### config.mk
export PLATFORM = sky130hd
export DESIGN_NAME = div_issue_wb
export DESIGN_NICKNAME = d
export VERILOG_FILES = /design/src/rtl/div_issue_wb.sv
export SDC_FILE = /design/constraint.sdc
export NUM_CORES = 1
export LEC_CHECK = 0
export ABC_CLOCK_PERIOD_IN_PS = 1700
export CAP_MARGIN = 30
export CORE_MARGIN = 2
export CORE_UTILIZATION = 39
export DETAILED_ROUTE_END_ITERATION = 10
export GPL_TIMING_DRIVEN = 0
export PLACE_DENSITY = 0.8
export SYNTH_ARGS = -nofsm -noshare
export SYNTH_HDL_FRONTEND = slang
export SYNTH_SLANG_ARGS = --single-unit
### constraint.sdc
create_clock -name clk -period 1.7 [get_ports clk]
set_input_delay 0.34 -clock clk [delete_from_list [all_inputs] [get_ports clk]]
set_output_delay 0.34 -clock clk [all_outputs]
set_load 0.01 [all_outputs]
### src/rtl/div_issue_wb.sv
// rtl/div_issue_wb.sv - RV32M divide/remainder sequencer between EX, divrem_top and writeback.
// Optional operand/result reuse cache is enabled with `define DIVREM_FUSE_EN.
module div_issue_wb #(
  parameter int RD_W   = 5,
  parameter int DATA_W = 32
) (
  input  logic              clk,
  input  logic              cpurst,
  input  logic              ex_div_valid,
  input  logic [2:0]        ex_funct3,
  input  logic [DATA_W-1:0] ex_rs1,
  input  logic [DATA_W-1:0] ex_rs2,
  input  logic [RD_W-1:0]   ex_rd,
  input  logic              ex_flush,
  output logic              div_stall,
  output logic [DATA_W-1:0] dividend,
  output logic [DATA_W-1:0] divider,
  output logic              divsigned,
  output logic              diven_p,
  input  logic              diven,
  input  logic              divout_valid,
  input  logic [DATA_W-1:0] quo,
  input  logic [DATA_W-1:0] rem,
  output logic              wb_valid,
  input  logic              wb_ready,
  output logic [RD_W-1:0]   wb_rd,
  output logic [DATA_W-1:0] wb_data
);

  typedef enum logic [2:0] {IDLE, ISSUE, BUSY, DRAIN, DONE} state_t;

  state_t            state_q;
  logic [DATA_W-1:0] dividend_q;
  logic [DATA_W-1:0] divider_q;
  logic              divsigned_q;
  logic [RD_W-1:0]   rd_q;
  logic              sel_rem_q;
  logic              wb_valid_q;
  logic [RD_W-1:0]   wb_rd_q;
  logic [DATA_W-1:0] wb_data_q;

  logic              is_div_op;
  logic              accept;
  logic              hit;
  logic [DATA_W-1:0] hit_data;
  logic              unused_diven;

  // Busy status from the divider is informational; sequencing relies on the strobe.
  assign unused_diven = diven;

  assign is_div_op = ex_div_valid & ex_funct3[2];
  assign accept    = (state_q == IDLE) & is_div_op & ~ex_flush;
  assign div_stall = is_div_op & ~ex_flush & ~((state_q == DONE) & wb_ready);
  assign diven_p   = (state_q == ISSUE) & ~ex_flush;

  assign dividend  = dividend_q;
  assign divider   = divider_q;
  assign divsigned = divsigned_q;
  assign wb_valid  = wb_valid_q;
  assign wb_rd     = wb_rd_q;
  assign wb_data   = wb_data_q;

`ifdef DIVREM_FUSE_EN
  logic [DATA_W-1:0] c_rs1_q;
  logic [DATA_W-1:0] c_rs2_q;
  logic [DATA_W-1:0] c_quo_q;
  logic [DATA_W-1:0] c_rem_q;
  logic              c_signed_q;
  logic              cvalid_q;

  assign hit = cvalid_q & (c_rs1_q == ex_rs1) & (c_rs2_q == ex_rs2)
             & (c_signed_q == ~ex_funct3[0]);
  assign hit_data = ex_funct3[1] ? c_rem_q : c_quo_q;

  // Only results of issued, non-drained divides are trusted for reuse.
  always_ff @(posedge clk or negedge cpurst) begin
    if (!cpurst) begin
      c_rs1_q    <= '0;
      c_rs2_q    <= '0;
      c_quo_q    <= '0;
      c_rem_q    <= '0;
      c_signed_q <= 1'b0;
      cvalid_q   <= 1'b0;
    end else if ((state_q == BUSY) && divout_valid) begin
      c_rs1_q    <= dividend_q;
      c_rs2_q    <= divider_q;
      c_quo_q    <= quo;
      c_rem_q    <= rem;
      c_signed_q <= divsigned_q;
      cvalid_q   <= 1'b1;
    end
  end
`else
  assign hit      = 1'b0;
  assign hit_data = '0;
`endif

  always_ff @(posedge clk or negedge cpurst) begin
    if (!cpurst) begin
      state_q     <= IDLE;
      dividend_q  <= '0;
      divider_q   <= '0;
      divsigned_q <= 1'b0;
      rd_q        <= '0;
      sel_rem_q   <= 1'b0;
      wb_valid_q  <= 1'b0;
      wb_rd_q     <= '0;
      wb_data_q   <= '0;
    end else begin
      case (state_q)
        IDLE: begin
          if (accept) begin
            dividend_q  <= ex_rs1;
            divider_q   <= ex_rs2;
            divsigned_q <= ~ex_funct3[0];
            rd_q        <= ex_rd;
            sel_rem_q   <= ex_funct3[1];
            if (hit) begin
              wb_data_q  <= hit_data;
              wb_rd_q    <= ex_rd;
              wb_valid_q <= 1'b1;
              state_q    <= DONE;
            end else begin
              state_q <= ISSUE;
            end
          end
        end
        ISSUE: state_q <= ex_flush ? IDLE : BUSY;
        BUSY: begin
          if (divout_valid) begin
            if (ex_flush) begin
              state_q <= IDLE;
            end else begin
              wb_data_q  <= sel_rem_q ? rem : quo;
              wb_rd_q    <= rd_q;
              wb_valid_q <= 1'b1;
              state_q    <= DONE;
            end
          end else if (ex_flush) begin
            state_q <= DRAIN;
          end
        end
        // The divider cannot be aborted; hold off new work until its result is swallowed.
        DRAIN: if (divout_valid) state_q <= IDLE;
        DONE: begin
          if (ex_flush || wb_ready) begin
            wb_valid_q <= 1'b0;
            state_q    <= IDLE;
          end
        end
        default: state_q <= IDLE;
      endcase
    end
  end

endmodule

==> results of run 1 <==
[critical path, stage by stage, from the launching register on]
cell and delay (ns):
dfrtp_2 0.44, nor2_4 0.07, a311oi_2 0.27, buf_2 0.19
[Yosys cell counts (all sizes together)]
cell,instances
o22a,1
mux2,139
clkbuf,3
nand2b,1
inv,1
nor4b,1
dfrtp,112
nor2,3
and4b,1
nand2,2
buf,12
o21bai,1
a21oi,2
a31o,1
mux2i,1
nand4,1
or3b,1
a311oi,1
or4,1
[through the flow]
stage	instances	worst slack, ns
after global placement	674	-3.83
after floorplan	285	0.178
after CTS	690	-0.00228
after detailed placement	675	-0.500
final	690	0.0581
after global routing	690	0.00488
[logic make-up after synthesis]
family / count (synthesis) / share of synthesized area [%]
simple gates: 11 / 1.71
flops: 112 / 60.7
compound gates: 6 / 0.948
buf+inv: 16 / 1.90
mux: 140 / 34.8
[final timing paths]
| check | endpoint | slack, ns | cells after the start |
|---|---|---|---|
| min in group clk | dividend[0] | 0.51 | 1 |
| max in group asynchronous | divider[9] | 0.94 | 2 |
| min reg2reg | dividend[0] | 0.51 | 1 |
| max | div_stall | 0.06 | 3 |
| min | wb_data[11] | 0.01 | 1 |
| max reg2reg | wb_data[3] | 0.09 | 4 |
[report_power, final]
group / switching, W / total (W) / internal, W
registers: 0.000490 / 0.00410 / 0.00361
clock network: 0.000900 / 0.00207 / 0.00117
logic: 0.00142 / 0.00414 / 0.00272
total: 0.00281 / 0.0103 / 0.00750
[cell usage in the layout, fill, tap and decap left out, types with 2 or more instances in the layout]
master	n
dfrtp_2	3
clkdlybuf4s50_1	240
clkbuf_1	2
dfrtp_1	109
nand2_1	2
nor2_4	2
mux2_2	125
clkbuf_2	3
dlygate4sd2_1	3
clkbuf_4	2
mux2_1	6
mux2_4	8
buf_2	10
a21oi_1	2
clkbuf_16	9
[sequential cells by signal, indices dropped and copies added, names as in the netlist]
| register | cells |
|---|---|
| dividend | 32 |
| divider | 32 |
| wb_data | 32 |
| rd_q | 5 |
| wb_rd | 5 |
| state_q | 3 |
| divsigned | 1 |
| sel_rem_q | 1 |
| wb_valid | 1 |
[layout make-up]
type,count,area (um^2),area share [%]
Clock inverter,3,42.5,0.560
Tap cell,143,179,2.36
Sequential cell,112,2810,36.9
Clock buffer,12,246,3.24
Buffer,14,81.3,1.07
Antenna cell,1,2.50,0.0329
Inverter,1,3.75,0.0494
Multi-Input combinational cell,157,1760,23.2
Timing Repair Buffer,247,2470,32.6
[metal layers]
metal | vias to the layer above | part of all wire (%) | wire length, um | global-route usage [%]
met4 | 0 | 2.3 | 282 | 7.15
li1 | 1527 | - | - | -
met3 | 18 | 9.1 | 1130 | 7.18
met2 | 146 | 52 | 6500 | 35.6
met1 | 1625 | 36 | 4480 | 20.2
met5 | - | 0 | 0 | 0
[repair_timing]
action                     4_1_cts  5_1_grt
resized for setup               23        4
setup endpoints to repair      101       43
pin swaps                        1        0
hold buffers                     0        0
==> impl_metrics.yaml, run 1 <==
die:
  rows: 39
  ios: 248
  initial_core_util_pct: 40.3
  core_area_mm2: 0.0115
  die_height_um: 113
  dieWidth_um: 113
  die_area_mm2: 0.0127
hold_path:
  hold_class: "input pin to async pin"
sta:
  setup_viol: 0
  slew_violations: 0
  fin_skew_ns: 0.00395
  hold_viol_final: 0
  grt_setup_unrepaired: "false"
  fmax_mhz: 609
  worst_slew_pin_slew_ns: 0.649
  period_share_pct: 96.6
  slew_headroom_pct: 56.7
  setup-tns-final_ns: 0
  period_minus_slack_ns: 1.64
  timing.hold.ws_ns: 0.0148
setup_path:
  reg2reg_from: "state_q[2]"
  endpoint_kind: "output port"
  crit_type: "flop to output port"
  cp-startpoint: "state_q[1]"
  path_max_fanout: 6
  crit_required_ns: 1.36
  start_kind: "flop"
  crit_arrival_ns: 1.30
global_routing:
  grt_pass1_wl_mm: 19.0
  grt_use_total_pct: 19.4
  antenna_found_initial: 1
  grt_pass1_vias: 3671
  globalRouteOverflowTotal: 0
  grt_start_max_net_pins: 66
place:
  placed_area_mm2: 0.00728
  port_buffers: 246
  gp_congestion: 0.744
  hpwlAfterDp_mm: 9.65
clock_tree:
  clkSinkCount: 112
  cts_inserted_buffers: 9
  cts_setup_buffers: 0
  ctsHtreeMaxLevel: 3
  cts_tree: "built"
  clk_latency_ns: 0.34
  cts.clk_slew.worst_paths_ns: 0.07
  root_buffer: "clkbuf_16"
  clockBufferDepth: 2
power:
  p_per_area_mw_per_mm2: 1360
  power_w: 0.0103
  ir_worst_vdd_mv: 0.857
  leakage_nw: 3.18
job:
  maxCapViolations: 0
logic_synthesis:
  yosysWarnings: 0
  syn_avg_cell_area_um2: 16.2
  syn_nets: 428
  yosysSeqAreaShare_pct: 60.7
  synth-seq-cells: 112
  synthCells: 285
  synth_top_area_share_pct: 60.7
  yosys-top-cells-area: "dfrtp_1 (61%), mux2_2 (30%), mux2_4 (2.6%)"
  yosysTopAreaCell: "dfrtp_1"
  syn_area_mm2: 0.00462
  synth.distinct_cells: 23
drt:
  via_count: 3316
  drc: 0
  wire_per_inst_um: 18.0
  routed_wl_mm: 12.4
  drtIter0Drc: 87
  viasPerCell: 4.81
  firstDrtPassIters: 4
  ant_nets: 0
finish:
  syn2layout_area_growth_pct: 64.5
  postLayoutCoreUtil_pct: 66.3
  nNetsFinal: 685
  postLayoutCellArea_mm2: 0.00760
  layout-drive-gt1-share_pct: 32.1
  fillCellCount: 885
status:
  status: "completed"
No activity file was read; power rests on OpenSTA's default activity.
==> run 2, diff against run 1 <==
--- a/config.mk
+++ b/config.mk
@@ -12,6 +12,7 @@
 export DETAILED_ROUTE_END_ITERATION = 10
 export GPL_TIMING_DRIVEN = 0
 export PLACE_DENSITY = 0.8
+export REMOVE_ABC_BUFFERS = 1
 export SYNTH_ARGS = -nofsm -noshare
 export SYNTH_HDL_FRONTEND = slang
 export SYNTH_SLANG_ARGS = --single-unit
==> run 2 against run 1 <==
  * Register-to-register slack worse by 0.05 ns
  * Via count up 1.1%
  * Hold slack improved by 0.036 ns
  * Clock-buffer cell count up 1
  * Sequential share of layout area fell by 0.44 points
  * Utilization is 0.81 points higher
  * Die area stayed put
  * Sequential cell count is the same
  * Clock power increased by 4%
==> impl_metrics.yaml, run 2 (same netlist as run 1, synthesis figures left out) <==
status:
  status: "completed"
global_routing:
  grt_pass1_vias: 3771
  antenna_found_initial: 0
  grt_use_total_pct: 19.2
  grt_pass1_wl_mm: 19.2
  grt_start_max_net_pins: 58
  globalRouteOverflowTotal: 0
place:
  hpwlAfterDp_mm: 8.74
  gp_congestion: 0.821
  port_buffers: 246
die:
  initial_core_util_pct: 40.3
  die_area_mm2: 0.0127
  core_area_mm2: 0.0115
  rows: 39
  die_height_um: 113
  ios: 248
  dieWidth_um: 113
sta:
  period_minus_slack_ns: 1.69
  setup_viol: 0
  hold_viol_final: 0
  grt_setup_unrepaired: "true"
  fmax_mhz: 593
  timing.hold.ws_ns: 0.0505
  slew_headroom_pct: 50.6
  period_share_pct: 99.2
  worst_slew_pin_slew_ns: 0.742
  slew_violations: 0
  fin_skew_ns: 0.00418
setup_path:
  endpoint_kind: "output port"
  crit_type: "flop to output port"
  crit_required_ns: 1.36
  crit_chain: "nor4b_4 > buf_2"
  path_max_fanout: 7
  cp_slowest_cell: "dfrtp_2"
  start_kind: "flop"
  critPathMaxStageDelay_ns: 0.49
  crit_arrival_ns: 1.35
clock_tree:
  clk_latency_ns: 0.34
  ctsHtreeMaxLevel: 3
  clockBufferDepth: 2
  cts.clk_slew.worst_paths_ns: 0.07
  cts_inserted_buffers: 9
  cts_hold_buf: 0
  cts_tree: "built"
  root_buffer: "clkbuf_16"
  clkSinkCount: 112
finish:
  multiInputGateArea_mm2: 0.00182
  postLayoutCoreUtil_pct: 67.1
  layout-drive-gt1-share_pct: 31.7
  antenna_cells: 0
  seq_area_mm2: 0.00281
  final_cell_mix: "clkdlybuf4s50_1 (240), mux2_2 (125), dfrtp_1 (109)"
  final_common_cell: "clkdlybuf4s50_1"
  nNetsFinal: 681
  syn2layout_area_growth_pct: 66.5
  fillCellCount: 857
power:
  combPwrFrac_pct: 40.0
  power.switching_w: 0.00283
  leakage_nw: 3.20
  p_per_area_mw_per_mm2: 1360
  p_seq_share_pct: 39.3
  swShare_pct: 27.1
  power_w: 0.0104
  intPower_w: 0.00762
  clockPowerShare_pct: 20.7
  ir_worst_vdd_mv: 0.790
drt:
  ant_nets: 0
  routed_wl_mm: 12.3
  drc: 0
  wire_per_inst_um: 17.9
  viasPerCell: 4.89
  firstDrtPassIters: 4
  drtIter0Drc: 72
  via_count: 3352
hold_path:
  hold_class: "input pin to async pin"
job:
  maxCapViolations: 0
## run 2: cell count changes in the layout (fill, tap and decap cells not counted), sizes merged
cell,previous run,this run
clkinv,1,0
and4b,1,3
buf,13,11
nand4,1,2
diode,1,0
dlygate4sd2,3,1
clkbuf,17,13
clkdlybuf4s15,0,2
## run 2: what timing repair did
action,4_1_cts,5_1_grt
cloned,3,0
gates resized for setup,21,5
buffers inserted,5,0
setup endpoints to repair,112,13
pin swaps,5,3
## run 2: path summary, 6_finish.rpt
check,from,endpoint,slack (ns),depth (start not counted)
setup reg to reg,state_q[2],wb_data[23],0.04,4
hold / removal,cpurst,wb_data[13],0.05,1
min in group clk,dividend[11],dividend[11],0.50,1
setup / recovery,state_q[2],diven_p,0.01,2
hold reg to reg,dividend[11],dividend[11],0.50,1
max in group asynchronous,cpurst,divider[29],0.93,2
## run 2: power groups by stage
stage                     logic, W  clock network (W)  registers (W)
after floorplan            0.00113                  0        0.00459
after global placement     0.00402                  0        0.00414
after detailed placement   0.00419                  0        0.00415
after CTS                  0.00425            0.00222        0.00411
after global routing       0.00442            0.00234        0.00422
final                      0.00418            0.00216        0.00410
## run 2: layout make-up
cell class              count  area share [%]
multi-input cells         160            23.7
flip-flops and latches    112            36.5
clock inverters             2           0.488
inverters                   1          0.0488
clock buffers              13            3.51
well taps                 143            2.33
repair buffers            254            33.5
## run 2: routing by layer
layer	vias to the layer above	share of wire [%]	wire (um)	track usage, %
li1	1525	-	-	-
met4	0	2.3	283	7.32
met5	-	0	0	0
met3	22	11	1310	8.25
met2	169	50	6150	34.1
met1	1636	37	4550	20.2
## run 2: metrics by stage
| step | cells | TNS, ns | setup WS, ns | cell area [um^2] |
|---|---|---|---|---|
| detailed placement | 662 | -75.63 | -0.842 | 7260 |
| global placement | 659 | -602.88 | -3.84 | 7180 |
| floorplan | 270 | -69.43 | -1.02 | 4530 |
| CTS | 685 | -0.101 | -0.0529 | 7680 |
| global route | 685 | -0.125 | -0.0224 | 7690 |
| finish | 685 | 0 | 0.0140 | 7690 |
## run 2: critical path: cells and delay by family (launching register included)
family / cells / cell delay, ns
simple gates: 1 / 0.33
buf+inv: 1 / 0.18
flops: 1 / 0.49
